[src/rtl/fetch_unit_if.sv]
// Fetch unit bus bundle: instruction-memory request/response channels,
// the decode-side instruction channel and the branch redirect.
// master: fetch_unit side; slave: memory/decode/branch side.
interface fetch_unit_if;
    logic        imem_req_valid;
    logic        imem_req_ready;
    logic [31:0] imem_req_addr;
    logic        imem_rsp_valid;
    logic [31:0] imem_rsp_data;
    logic        instr_valid;
    logic        instr_ready;
    logic [31:0] instr;
    logic [31:0] instr_pc;
    logic [6:0]  opcode;
    logic [2:0]  funct3;
    logic [6:0]  funct7;
    logic        redirect;
    logic [31:0] redirect_pc;

    modport master (
        output imem_req_valid, imem_req_addr, instr_valid, instr, instr_pc,
               opcode, funct3, funct7,
        input  imem_req_ready, imem_rsp_valid, imem_rsp_data, instr_ready,
               redirect, redirect_pc
    );

    modport slave (
        input  imem_req_valid, imem_req_addr, instr_valid, instr, instr_pc,
               opcode, funct3, funct7,
        output imem_req_ready, imem_rsp_valid, imem_rsp_data, instr_ready,
               redirect, redirect_pc
    );
endinterface

[src/rtl/fetch_unit.sv]
// rv32i instruction fetch stage: owns the PC, issues word reads under a
// credit limit (buffered + outstanding <= FIFO_DEPTH), buffers in-order
// responses and hands one instruction per cycle to decode. A redirect
// flushes the buffer and discards every response still in flight.
// Optional feature macro: FETCH_BYPASS_EN forwards a response straight to
// decode when the buffer is empty (0-cycle response-to-decode latency).
module fetch_unit #(
    parameter logic [31:0] RESET_PC   = 32'h0000_0000,
    parameter int unsigned FIFO_DEPTH = 2
) (
    input logic          clk,
    input logic          reset,
    fetch_unit_if.master bus
);
    localparam int unsigned PTR_W = $clog2(FIFO_DEPTH);
    localparam int unsigned CNT_W = PTR_W + 1;
    localparam int unsigned CMP_W = CNT_W + 1;

    typedef enum logic {StRun, StDrain} state_t;

    state_t           state_q, state_d;
    logic [31:0]      fetch_pc_q, fetch_pc_d;
    logic [31:0]      fifo_pc_q   [FIFO_DEPTH];
    logic [31:0]      fifo_data_q [FIFO_DEPTH];
    // PC of each accepted request, popped as its response returns
    logic [31:0]      pcq_q       [FIFO_DEPTH];
    logic [PTR_W-1:0] rd_ptr_q, wr_ptr_q, pcq_rd_q, pcq_wr_q;
    logic [CNT_W-1:0] count_q, count_d;
    logic [CNT_W-1:0] outstanding_q, outstanding_d;
    logic [CNT_W-1:0] drop_q, drop_d;

    logic credit, req_fire, rsp_keep, head_valid, push, pop;

    // Request issue, decode-side outputs and buffer push/pop decisions
    always_comb begin
        credit = ({1'b0, count_q} + {1'b0, outstanding_q}) < CMP_W'(FIFO_DEPTH);
        bus.imem_req_valid = (state_q == StRun) && !reset && credit;
        bus.imem_req_addr  = fetch_pc_q;
        req_fire   = bus.imem_req_valid && bus.imem_req_ready;
        head_valid = count_q != '0;
        rsp_keep   = bus.imem_rsp_valid && (drop_q == '0);
        pop        = head_valid && bus.instr_ready;
`ifdef FETCH_BYPASS_EN
        // Empty buffer: forward the live response; it skips the buffer if taken now
        if (!head_valid && rsp_keep && (state_q == StRun)) begin
            bus.instr_valid = 1'b1;
            bus.instr       = bus.imem_rsp_data;
            bus.instr_pc    = pcq_q[pcq_rd_q];
            push            = !bus.redirect && !bus.instr_ready;
        end else begin
            bus.instr_valid = head_valid;
            bus.instr       = fifo_data_q[rd_ptr_q];
            bus.instr_pc    = fifo_pc_q[rd_ptr_q];
            push            = rsp_keep && !bus.redirect;
        end
`else
        bus.instr_valid = head_valid;
        bus.instr       = fifo_data_q[rd_ptr_q];
        bus.instr_pc    = fifo_pc_q[rd_ptr_q];
        push            = rsp_keep && !bus.redirect;
`endif
        bus.opcode = bus.instr[6:0];
        bus.funct3 = bus.instr[14:12];
        bus.funct7 = bus.instr[31:25];
    end

    // Next-state for PC, counters and run/drain control
    always_comb begin
        outstanding_d = outstanding_q + CNT_W'(req_fire) - CNT_W'(bus.imem_rsp_valid);
        if (bus.redirect) begin
            // Anything still in flight after this edge (incl. a request accepted now) is stale
            fetch_pc_d = bus.redirect_pc & ~32'h3;
            count_d    = '0;
            drop_d     = outstanding_d;
            state_d    = (outstanding_d != '0) ? StDrain : StRun;
        end else begin
            fetch_pc_d = req_fire ? fetch_pc_q + 32'd4 : fetch_pc_q;
            count_d    = count_q + CNT_W'(push) - CNT_W'(pop);
            drop_d     = (bus.imem_rsp_valid && (drop_q != '0)) ? drop_q - 1'b1 : drop_q;
            state_d    = (state_q == StDrain && drop_d == '0) ? StRun : state_q;
        end
    end

    // All fetch state, asynchronously cleared by reset
    always_ff @(posedge clk or posedge reset) begin
        if (reset) begin
            state_q       <= StRun;
            fetch_pc_q    <= RESET_PC;
            count_q       <= '0;
            outstanding_q <= '0;
            drop_q        <= '0;
            rd_ptr_q      <= '0;
            wr_ptr_q      <= '0;
            pcq_rd_q      <= '0;
            pcq_wr_q      <= '0;
            for (int unsigned i = 0; i < FIFO_DEPTH; i++) begin
                fifo_pc_q[i]   <= '0;
                fifo_data_q[i] <= '0;
                pcq_q[i]       <= '0;
            end
        end else begin
            state_q       <= state_d;
            fetch_pc_q    <= fetch_pc_d;
            count_q       <= count_d;
            outstanding_q <= outstanding_d;
            drop_q        <= drop_d;
            if (req_fire) begin
                pcq_q[pcq_wr_q] <= fetch_pc_q;
                pcq_wr_q        <= pcq_wr_q + 1'b1;
            end
            if (bus.imem_rsp_valid) begin
                pcq_rd_q <= pcq_rd_q + 1'b1;
            end
            if (bus.redirect) begin
                rd_ptr_q <= '0;
                wr_ptr_q <= '0;
            end else begin
                if (push) begin
                    fifo_pc_q[wr_ptr_q]   <= pcq_q[pcq_rd_q];
                    fifo_data_q[wr_ptr_q] <= bus.imem_rsp_data;
                    wr_ptr_q              <= wr_ptr_q + 1'b1;
                end
                if (pop) begin
                    rd_ptr_q <= rd_ptr_q + 1'b1;
                end
            end
        end
    end
endmodule

[src/flat_wrapper.sv]
// flat-port wrapper written by rule: the top's interface ports become plain ports
module fetch_unit_flat 
#(
    parameter logic [31:0] RESET_PC   = 32'h0000_0000,
    parameter int unsigned FIFO_DEPTH = 2
)
  (clk, reset, bus_imem_req_valid, bus_imem_req_addr, bus_instr_valid, bus_instr, bus_instr_pc, bus_opcode, bus_funct3, bus_funct7, bus_imem_req_ready, bus_imem_rsp_valid, bus_imem_rsp_data, bus_instr_ready, bus_redirect, bus_redirect_pc);
  fetch_unit_if bus_i ();
  input logic clk;
  input logic reset;
  output wire logic [$bits(bus_i.imem_req_valid)-1:0] bus_imem_req_valid;
  output wire logic [$bits(bus_i.imem_req_addr)-1:0] bus_imem_req_addr;
  output wire logic [$bits(bus_i.instr_valid)-1:0] bus_instr_valid;
  output wire logic [$bits(bus_i.instr)-1:0] bus_instr;
  output wire logic [$bits(bus_i.instr_pc)-1:0] bus_instr_pc;
  output wire logic [$bits(bus_i.opcode)-1:0] bus_opcode;
  output wire logic [$bits(bus_i.funct3)-1:0] bus_funct3;
  output wire logic [$bits(bus_i.funct7)-1:0] bus_funct7;
  input wire logic [$bits(bus_i.imem_req_ready)-1:0] bus_imem_req_ready;
  input wire logic [$bits(bus_i.imem_rsp_valid)-1:0] bus_imem_rsp_valid;
  input wire logic [$bits(bus_i.imem_rsp_data)-1:0] bus_imem_rsp_data;
  input wire logic [$bits(bus_i.instr_ready)-1:0] bus_instr_ready;
  input wire logic [$bits(bus_i.redirect)-1:0] bus_redirect;
  input wire logic [$bits(bus_i.redirect_pc)-1:0] bus_redirect_pc;
  assign bus_imem_req_valid = bus_i.imem_req_valid;
  assign bus_imem_req_addr = bus_i.imem_req_addr;
  assign bus_instr_valid = bus_i.instr_valid;
  assign bus_instr = bus_i.instr;
  assign bus_instr_pc = bus_i.instr_pc;
  assign bus_opcode = bus_i.opcode;
  assign bus_funct3 = bus_i.funct3;
  assign bus_funct7 = bus_i.funct7;
  assign bus_i.imem_req_ready = bus_imem_req_ready;
  assign bus_i.imem_rsp_valid = bus_imem_rsp_valid;
  assign bus_i.imem_rsp_data = bus_imem_rsp_data;
  assign bus_i.instr_ready = bus_instr_ready;
  assign bus_i.redirect = bus_redirect;
  assign bus_i.redirect_pc = bus_redirect_pc;
  fetch_unit #(.RESET_PC(RESET_PC), .FIFO_DEPTH(FIFO_DEPTH)) u_core (.clk(clk), .reset(reset), .bus(bus_i));
endmodule
[config.mk]
export PLATFORM = sky130hd
export DESIGN_NAME = fetch_unit_flat
export DESIGN_NICKNAME = d
export VERILOG_FILES = /design/src/rtl/fetch_unit_if.sv /design/src/rtl/fetch_unit.sv /design/src/flat_wrapper.sv
export SDC_FILE = /design/constraint.sdc
export NUM_CORES = 1
export LEC_CHECK = 0
export BUFFER_PORTS_ARGS = -buffer_cell sky130_fd_sc_hd__buf_2
export CORE_MARGIN = 2
export CORE_UTILIZATION = 51
export CTS_CLUSTER_DIAMETER = 50
export CTS_CLUSTER_SIZE = 25
export DETAILED_ROUTE_END_ITERATION = 8
export PLACE_DENSITY = 0.77
export SLEW_MARGIN = 15
export SYNTH_ARGS = -nofsm -noshare
export SYNTH_HDL_FRONTEND = slang
export SYNTH_SLANG_ARGS = --single-unit
[constraint.sdc]
create_clock -name clk -period 9.1 [get_ports clk]
set_clock_uncertainty 0.15 [all_clocks]
set_input_delay 2.73 -clock clk [delete_from_list [all_inputs] [get_ports clk]]
set_output_delay 2.73 -clock clk [all_outputs]
set_load 0.01 [all_outputs]
## Word level (Yosys, flattened, before mapping)

Index checks and enable logic that the tools add are counted.

| storage, ports and cells | value |
|---|---|
| register bits | 235 |
| latch bits | 0 |
| RAM bits | 0 |
| memory bits (read-only) | 0 |
| output and inout bits | 115 |
| memories kept | 0 |

| operators by class | value |
|---|---|
| add/subtract/negate cells | 11 |
| multipliers | 0 |
| divide/modulo/power cells | 0 |
| $lt $le $gt $ge | 7 |
| equal/unequal tests | 0 |
| shift-type cells | 0 |
| muxes and demuxes | 28 |
| bitwise operators | 6 |
| reduce and logical (&&, ||, !) cells | 22 |

Operators with widths:

| kind | count |
|---|---|
| $mux W32 | 13 |
| $bwmux W64 | 3 |
| $demux W32 S1 | 2 |
| $add A32 B3 Y32 const B | 1 |
| $reduce_bool A2 Y1 | 7 |
| $logic_and A1 B1 Y1 | 10 |
| $ge A2 B2 Y1 const B | 4 |
| $not A1 Y2 | 4 |
| $mux W1 | 7 |
| $mux W2 | 3 |
| $add A1 B1 Y1 const B | 4 |
| $add A2 B1 Y2 | 2 |
| $logic_not A2 Y1 | 2 |
| $lt A2 B1 Y1 const B | 2 |
| $sub A2 B1 Y2 | 2 |
| $add A2 B2 Y3 | 1 |
| $lt A3 B2 Y1 const B | 1 |
| $logic_not A1 Y1 | 2 |
| $not A1 Y1 | 2 |
| $reduce_and A2 Y1 | 1 |
| $sub A2 B1 Y2 const B | 1 |

## Depth between registers and ports, before layout

Gate-level depths: netlist (run 1).

| depth | value |
|---|---|
| word-level depth | 9 |
| depth in mapped cells | 13 |

## Worst setup path after synthesis (run 1)

OpenSTA, ideal clock, no wires.

| timing path | value |
|---|---|
| path kind | in2out |
| start point | in reset |
| end point | out bus_imem_req_valid |
| data arrival time | 3.388 ns |
| data required time | 6.220 ns |
| slack | 2.832 ns |
| stages | 3 |
| path buffers | 1 |
| cell sequence | or4_4 -> buf_6 -> inv_1 |

| between the ends | value |
|---|---|
| word-level cells in the longest chain between the ends | 3 |

RTL lines:

| what | RTL line | RTL |
|---|---|---|
| start, declared | flat_wrapper.sv:10 | `input logic reset;` |
| $logic_not A1 Y1 | fetch_unit.sv:37 | `bus.imem_req_valid = (state_q == StRun) && !reset && credit;` |
| $logic_and A1 B1 Y1 (2 in series) | fetch_unit.sv:37 |  |
| end, declared | flat_wrapper.sv:11 | `output wire logic [$bits(bus_i.imem_req_valid)-1:0] bus_imem_req_valid;` |

Every way passes these cells.

## Final worst setup path (run 1)

Same ends and word-level chain as after synthesis.

==> results of run 1 <==
## report_power, final
part	internal [mW]	leakage (nW)	switching, mW	total (mW)
Combinational	0.729	2.42	0.673	1.40
Sequential	1.40	2.80	0.274	1.67
Clock	0.553	0.376	0.405	0.958
## per-stage QoR
| step | util | cells | area (µm²) | setup slack (ns) | hold WS (ns) |
|---|---|---|---|---|---|
| 6_report | 0.6086 | 1280 | 11960 | 2.604 | 0.3267 |
| 5_1_grt | 0.6086 | 1280 | 11960 | 2.571 | 0.3531 |
| 4_1_cts | 0.6086 | 1280 | 11960 | 2.606 | 0.3307 |
| 3_5_place_dp | 0.5693 | 1240 | 11190 | 2.609 | 0.3150 |
| 3_3_place_gp | 0.5693 | 1240 | 11190 | 2.611 | 0.3051 |
| 2_1_floorplan | - | 870 | 10300 | 0.05718 | 0.2944 |
## synthesized netlist by cell type
| cell | number | area share |
|---|---|---|
| a211o_1 | 1 | 0.00085 |
| a21oi_1 | 33 | 0.016 |
| a221oi_1 | 1 | 0.00085 |
| a22oi_1 | 1 | 0.00073 |
| a31oi_1 | 11 | 0.0067 |
| and2_1 | 2 | 0.0012 |
| and3_1 | 1 | 0.00061 |
| and3b_1 | 1 | 0.00085 |
| and4_1 | 3 | 0.0026 |
| buf_1 | 13 | 0.0047 |
| buf_4 | 21 | 0.015 |
| buf_6 | 2 | 0.0022 |
| clkbuf_1 | 41 | 0.015 |
| conb_1 | 1 | 0.00036 |
| dfrtp_1 | 225 | 0.55 |
| fa_1 | 1 | 0.0019 |
| ha_1 | 6 | 0.0073 |
| inv_1 | 16 | 0.0058 |
| mux2_2 | 181 | 0.20 |
| mux2i_1 | 31 | 0.030 |
| nand2_1 | 67 | 0.024 |
| nand2b_1 | 1 | 0.00061 |
| nand3_1 | 17 | 0.0083 |
| nand3b_1 | 1 | 0.00073 |
| nand4_1 | 12 | 0.0073 |
| nand4bb_1 | 1 | 0.0011 |
| nor2_1 | 48 | 0.018 |
| nor2b_1 | 4 | 0.0024 |
| nor3_1 | 7 | 0.0034 |
| nor3b_1 | 3 | 0.0022 |
| nor4_1 | 4 | 0.0024 |
| nor4b_1 | 2 | 0.0017 |
| o211ai_1 | 5 | 0.0037 |
| o21ai_0 | 52 | 0.025 |
| o311ai_0 | 3 | 0.0026 |
| o31a_1 | 3 | 0.0026 |
| o31ai_1 | 11 | 0.0080 |
| or2_2 | 3 | 0.0018 |
| or3_1 | 1 | 0.00061 |
| or4_1 | 13 | 0.0095 |
| or4_4 | 2 | 0.0022 |
| xnor2_1 | 10 | 0.0085 |
| xor2_1 | 5 | 0.0043 |
## flip-flops by register name (all words and copies together) (netlist names)
register and count:
u_core.fifo_data_q 64, u_core.drop_q 2, u_core.pcq_rd_q 1, u_core.rd_ptr_q 1
u_core.count_q 2, u_core.pcq_wr_q 1, u_core.fifo_pc_q 60, u_core.pcq_q 60
u_core.bus.imem_req_addr 30, u_core.wr_ptr_q 1, u_core.outstanding_q 2, u_core.state_q 1
## final cells by class
cell class,count,share of cell area
clock buffer,28,0.05136
timing repair buffer,182,0.07699
sequential,225,0.4709
multi-input combinational,552,0.3541
tap,265,0.02772
inverter,16,0.005649
clock inverter,12,0.01328
## worst register-to-register path: stages (launching register included)
cell     delay, ns
dfrtp_1       0.34
inv_1         0.06
nor2_1        0.15
fa_1          0.44
or4_4         0.60
or4_1         0.82
or4_1         0.51
a31oi_1       0.17
## cell families after synthesis
logic type / Yosys count
flops: 225
mux: 212
simple gates: 193
compound gates: 121
buf+inv: 93
xor+xnor: 15
fa+ha+maj: 7
other cells: 1
## worst paths after layout
kind,depth (start not counted),slack [ns],from,endpoint
worst max-delay path,4,2.60,reset,bus_imem_req_valid
worst min-delay path,2,0.33,u_core.fifo_pc_q[10],u_core.fifo_pc_q[10]
worst max register to register,7,5.78,u_core.count_q[0],u_core.bus.imem_req_addr[22]
worst min register to register,2,0.33,u_core.fifo_pc_q[10],u_core.fifo_pc_q[10]
max in group asynchronous,3,4.87,reset,u_core.fifo_data_q[31]
min in group asynchronous,2,2.32,reset,u_core.pcq_q[40]
## layer usage
layer | track usage | vias to the layer above | part of all wire
met5 | 0 | - | 0
met4 | 0.04126 | 0 | 0.014
met3 | 0.03031 | 27 | 0.053
met2 | 0.3208 | 194 | 0.46
met1 | 0.2941 | 3464 | 0.47
li1 | - | 3333 | -
==> metrics.yaml, run 1 <==
cts_tree: "done"
ant_nets: 0
ys_types: 43
dp_hpwl_um: 13820
yosys.area_share.simple: 0.09148
worstPathRequired_ns: 6.22
worst_pin_slew_ns: 1.116
antenna_cells: 0
max_stage_delay_ns: 0.48
grt_pass1_vias: 6767
cp_num_buf_inv: 3
mostFrequentLayoutCells: "dfrtp_1 (223), mux2_2 (181), buf_2 (178)"
cts_num_sinks: 225
num_rows: 51
layout_commonest_cell: "dfrtp_1"
status: "finished clean"
ys_ff_latch: 225
grt_overflow: 0
pin_count: 185
yosys_warnings: 0
cp_cell_sequence: "buf_2, or4_4, inv_1, buf_2"
netlist_instances: 867
min_path_type: "register to register"
synth_compound_area_frac: 0.06727
p_total_mw: 4.030
n_fill_cell: 1600
cts_made_buffers: 22
fin_tns_setup_ns: 0
clock_path_buffers: 3
dieWidth_um: 146.0
p_leak_nw: 5.592
port_buffers: 178
vdd_drop_max_uv: 207.5
worstSetupPathType: "input pin to output pin"
post_cts_buffers: 0
syn_area_mm2: 0.01028
antenna_found_initial: 0
clock_latency_ns: 0.50
critPathSlowestCell: "or4_4"
post-route-min-period_ns: 6.496
drt-pass1-iter-count: 4
yosysSeqAreaShare: 0.5474
synthMuxAreaShare: 0.2283
die_h_um: 146.0
nNetsFinal: 1076
initial_core_util: 0.5233
drc: 0
synthXorXnorAreaFrac: 0.01277
cp.arrival_ns: 3.62
vias_per_cell: 5.483
maxCapViolCount: 0
dieArea_mm2: 0.02132
max_freq_mhz: 153.9
clkTransAtPathRegs_ns: 0.07
clockRootBuffer: "clkbuf_16"
setup_violations: 0
core_area_mm2: 0.01965
fin_crit_sh: 0.7139
path_max_fanout: 9
slew_headroom: 0.2490
drv_slew: 0
syn_avg_cell_area_um2: 11.86
place.gp.congestion: 0.7873
drt_iter0_markers: 385
seq_area_mm2: 0.005633
drt-total-wl_um: 21640
start_kind: "input pin"
drive_above_1_share: 0.4039
area_delta_synth_final_pct: 16.30
post_cts_resize_count: 0
cp-end-kind: "output pin"
multi_input_area_mm2: 0.004235
grt_pass1_wl_um: 35310
grt_usage: 0.2005
grt_max_degree: 147
vias: 7018
p_per_area_mw_per_mm2: 336.9
crit_top_cell: "buf_2"
synth_adder_area_share: 0.009246
hold_viol_final: 0
avgRoutedWirePerCell_um: 16.91
cts_hold_buffers: 0
path_delay_family: "simple AND/OR/NAND/NOR gates"
h-tree-depth: 1
synth_top_family_by_area: "multiplexers"
rsz0062_at_grt: "false"
Note: power is estimated with default switching activity, not from simulation.
==> run 2: changes to the inputs <==
Settings changed: CORE_UTILIZATION 51 to 56, PLACE_DENSITY 0.77 to 0.8.
Clock period 9.1 ns to 6.5 ns, I/O delays scaled along.
==> run 2 against run 1 <==
  * Final cell count decreased by 2.7%
  * Die area fell by 8.7%
  * Clock power rose by 28%
  * Final area decreased by 0.64%
  * Combinational power rose by 39%
  * Worst setup slack worse by 1.0 ns
  * Via count increased by 0.28%
  * Count of clock-buffer cells in the layout is 6 lower
  * Sequential power is 41% higher
  * Utilization increased by 5.3 points
  * Wire length increased by 1.1%
  * Critical path depth did not move
==> metrics.yaml, run 2 (synthesized netlist as in run 1, its figures left out) <==
post_cts_buffers: 0
holdWs_ns: 0.3241
avgRoutedWirePerCell_um: 17.57
seqPwrFrac: 0.427
dp.cells: 1207
layout_commonest_cell: "dfrtp_1"
post_dp_cell_area_mm2: 0.01119
area_delta_synth_final_pct: 15.56
cts_tree: "done"
pin_count: 185
rsz0062_at_grt: "false"
design_area_mm2: 0.01189
grt_max_degree: 155
p_leak_nw: 5.571
antenna_cells: 0
min_path_type: "register to register"
post_cts_resize_count: 0
drt_iter0_markers: 324
grt_pass1_vias: 6969
place.gp.congestion: 0.8041
cts_made_buffers: 21
drc: 0
place_ws_ns: 1.589
setup_violations: 0
post-route-min-period_ns: 4.921
h-tree-depth: 1
vdd_drop_max_uv: 285.7
largestRegisters: "u_core.fifo_data_q x64, u_core.fifo_pc_q x60, u_core.pcq_q x60"
hold_viol_final: 0
clkTransAtPathRegs_ns: 0.07
worst_slack_ns: 1.579
p_comb_frac: 0.351
power.internal_mw: 3.616
cp-end-kind: "output pin"
path_max_fanout: 9
cp.arrival_ns: 2.82
port_buffers: 178
core_area_mm2: 0.01796
largest_register_ffs: 64
grt_pass1_wl_um: 36270
fin_util: 0.6616
p_sw_frac: 0.3465
maxCapViolCount: 0
clockRootBuffer: "clkbuf_16"
ant_nets: 0
n_fill_cell: 1359
clock_latency_ns: 0.51
p_per_area_mw_per_mm2: 465.7
status: "finished clean"
worstPathRequired_ns: 4.40
grt_usage: 0.2275
p_sw_mw: 1.918
num_rows: 49
vias: 7038
dp_hpwl_um: 14030
initial_core_util: 0.5725
clkPwrFrac: 0.222
max_freq_mhz: 203.2
worstSetupPathType: "input pin to output pin"
antenna_found_initial: 0
clock_path_buffers: 3
mostFrequentLayoutCells: "dfrtp_1 (223), mux2_2 (181), buf_2 (178)"
grt_overflow: 0
vias_per_cell: 5.653
fin_crit_sh: 0.7571
largest_register: "u_core.fifo_data_q"
cts_hold_buffers: 0
drt-pass1-iter-count: 4
drt-total-wl_um: 21870
final_cells: 1245
nNetsFinal: 1078
p_total_mw: 5.534
worst_pin_slew_ns: 1.124
drive_above_1_share: 0.4075
drv_slew: 0
slew_headroom: 0.2439
dieArea_mm2: 0.01947
fin_tns_setup_ns: 0
start_kind: "input pin"
dieWidth_um: 139.5
die_h_um: 139.5
cts_num_sinks: 225
run 2: changes by cell type in the layout (fill, tap and decap cells not counted), sizes merged:
| cell | before | now |
|---|---|---|
| clkinv | 0 | 7 |
| clkbuf | 28 | 22 |
| buf | 182 | 185 |
| inv | 25 | 22 |
| bufinv | 2 | 0 |
| clkinvlp | 1 | 3 |
run 2: critical path, stage by stage:
cell and delay (ns):
buf_2 0.12, or4_4 0.48, inv_1 0.13, buf_2 0.14
run 2: power groups by stage:
stage,sequential (mW),combinational (mW),clock (mW)
3_3_place_gp,2.34,1.90,0
6_report,2.36,1.94,1.23
5_1_grt,2.44,2.13,1.31
4_1_cts,2.36,1.97,1.26
2_1_floorplan,2.20,1.53,0
3_5_place_dp,2.38,1.95,0
run 2: cell type report:
type                    count  area, µm²  area share
flip-flops and latches    225       5633      0.4739
multi-input cells         552       4235      0.3564
repair buffers            185      968.4     0.08148
clock buffers              22      539.3     0.04537
well taps                 229      286.5     0.02411
clock inverters            16      158.9     0.01337
inverters                  16      63.81    0.005369
run 2: layer usage:
layer  global-route usage  routed length [µm]  vias up
li1                     -                   -     3330
met1               0.3367               10210     3461
met2               0.3609               10130      219
met3              0.03338                1241       28
met4              0.05104                 293        0
met5                    0                   0        -
run 2: final timing paths:
kind                                 startpoint                           end  slack [ns]  depth (start not counted)
min reg2reg                u_core.fifo_pc_q[26]          u_core.fifo_pc_q[26]        0.32                          2
min                        u_core.fifo_pc_q[26]          u_core.fifo_pc_q[26]        0.32                          2
min in group asynchronous                 reset             u_core.count_q[1]        1.54                          3
max reg2reg                   u_core.count_q[0]  u_core.bus.imem_req_addr[31]        3.16                          7
max in group asynchronous                 reset          u_core.fifo_pc_q[47]        3.98                          3
max                                       reset            bus_imem_req_valid        1.58                          4
==> run 3: changes to the inputs <==
Clock period 6.5 ns to 4.9 ns, I/O delays scaled along.
==> run 3 against run 2 <==
  * Hold slack better by 0.00099 ns
  * Final cell count is 0.16% higher
  * Wire length is 0.41% lower
  * Worst setup slack worse by 0.63 ns
  * Clock power is 33% higher
  * Combinational power is 35% higher
==> metrics.yaml, run 3 (synthesized netlist as in run 1, its figures left out) <==
cp_cell_sequence: "buf_2, or4_4, inv_1, buf_2"
maxCapViolCount: 0
worst_pin_slew_ns: 0.9632
clock_latency_ns: 0.50
drt_iter0_markers: 255
largest_register: "u_core.fifo_data_q"
fin_crit_sh: 0.8069
port_buffers: 178
place.gp.congestion: 0.7928
mostFrequentLayoutCells: "dfrtp_1 (223), mux2_2 (181), buf_2 (178)"
cts_hold_buffers: 0
drive_above_1_share: 0.4067
ant_nets: 0
grt_overflow: 0
dp.cells: 1210
nNetsFinal: 1081
vdd_drop_max_uv: 383.4
h-tree-depth: 1
min_path_type: "register to register"
clock_path_buffers: 3
grt_pass1_wl_um: 35900
drt-pass1-iter-count: 5
grt_usage: 0.2245
antenna_found_initial: 0
path_delay_family: "simple AND/OR/NAND/NOR gates"
drt-total-wl_um: 21780
post_cts_buffers: 0
post-route-min-period_ns: 3.954
largestRegisters: "u_core.fifo_data_q x64, u_core.fifo_pc_q x60, u_core.pcq_q x60"
design_area_mm2: 0.01193
status: "finished clean"
initial_core_util: 0.5725
core_area_mm2: 0.01796
cts_tree: "done"
dp_hpwl_um: 14340
max_stage_delay_ns: 0.47
grt_pass1_vias: 6939
path_max_fanout: 9
final_cells: 1247
clkTransAtPathRegs_ns: 0.06
p_per_area_mw_per_mm2: 617.2
post_cts_resize_count: 0
cts_made_buffers: 21
area_delta_synth_final_pct: 15.99
p_leak_nw: 5.594
cp.arrival_ns: 2.33
dieWidth_um: 139.5
cts_num_sinks: 225
avgRoutedWirePerCell_um: 17.47
worstSetupPathType: "input pin to output pin"
layout_commonest_cell: "dfrtp_1"
rsz0062_at_grt: "false"
vias: 7015
hold_viol_final: 0
antenna_cells: 0
fin_tns_setup_ns: 0
post_dp_cell_area_mm2: 0.01123
slew_headroom: 0.3579
start_kind: "input pin"
critPathSlowestCell: "or4_4"
cp_num_buf_inv: 3
dieArea_mm2: 0.01947
n_fill_cell: 1365
grt_max_degree: 99
largest_register_ffs: 64
crit_top_cell: "buf_2"
pin_count: 185
num_rows: 49
drv_slew: 0
max_freq_mhz: 252.9
clockRootBuffer: "clkbuf_16"
worstPathRequired_ns: 3.28
drc: 0
vias_per_cell: 5.626
setup_violations: 0
die_h_um: 139.5
cp-end-kind: "output pin"
run 3: cell types whose count changed in the layout (fill, tap and decap cells not counted), sizes merged:
cell / previous run / this run
bufinv: 0 / 1
clkbuf: 22 / 26
inv: 22 / 21
buf: 185 / 188
clkinvlp: 3 / 2
clkinv: 7 / 3
run 3: final timing paths:
path / from / slack, ns / to / cells after the start
min in group asynchronous: reset / 0.93 / u_core.bus.imem_req_addr[2] / 2
hold / removal: u_core.fifo_pc_q[25] / 0.33 / u_core.fifo_pc_q[25] / 2
hold reg to reg: u_core.fifo_pc_q[25] / 0.33 / u_core.fifo_pc_q[25] / 2
max in group asynchronous: reset / 2.75 / u_core.fifo_data_q[29] / 3
setup / recovery: reset / 0.95 / bus_imem_req_valid / 4
setup reg to reg: u_core.count_q[0] / 1.56 / u_core.bus.imem_req_addr[20] / 7
run 3: per-layer routing:
layer  routed length (µm)  up-vias  GRT usage
li1                     -     3336          -
met1                10390     3456     0.3340
met2                 9962      199     0.3542
met3                 1138       24    0.03372
met4                  295        0    0.04944
met5                    0        -          0
run 3: final cells by class:
class	count	area, µm²	area share
tap	229	286.5	0.02402
inverter	16	63.81	0.005349
multi-input combinational	552	4235	0.3550
clock inverter	11	120.1	0.01007
sequential	225	5633	0.4722
clock buffer	26	574.3	0.04814
timing repair buffer	188	1016	0.08517
run 3: per-stage QoR:
step	worst slack, ns	utilization	power [mW]	hold slack (ns)
after detailed placement	0.9562	0.6254	5.768	0.3145
final	0.9463	0.6641	7.363	0.3251
after global placement	0.9557	0.6254	5.645	0.3051
after CTS	0.9538	0.6641	7.436	0.3294
after global routing	0.8220	0.6641	7.831	0.3531
after floorplan	0.3420	-	4.945	0.2944
run 3: worst min-delay path: stages (launching register included):
cell and delay [ns]:
dfrtp_1 0.34, nand2_1 0.04, o21ai_0 0.06
run 3: power breakdown:
part | internal [mW] | switching (mW) | total [mW]
clock network | 0.911 | 0.728 | 1.64
logic | 1.37 | 1.26 | 2.62
registers | 2.59 | 0.507 | 3.10
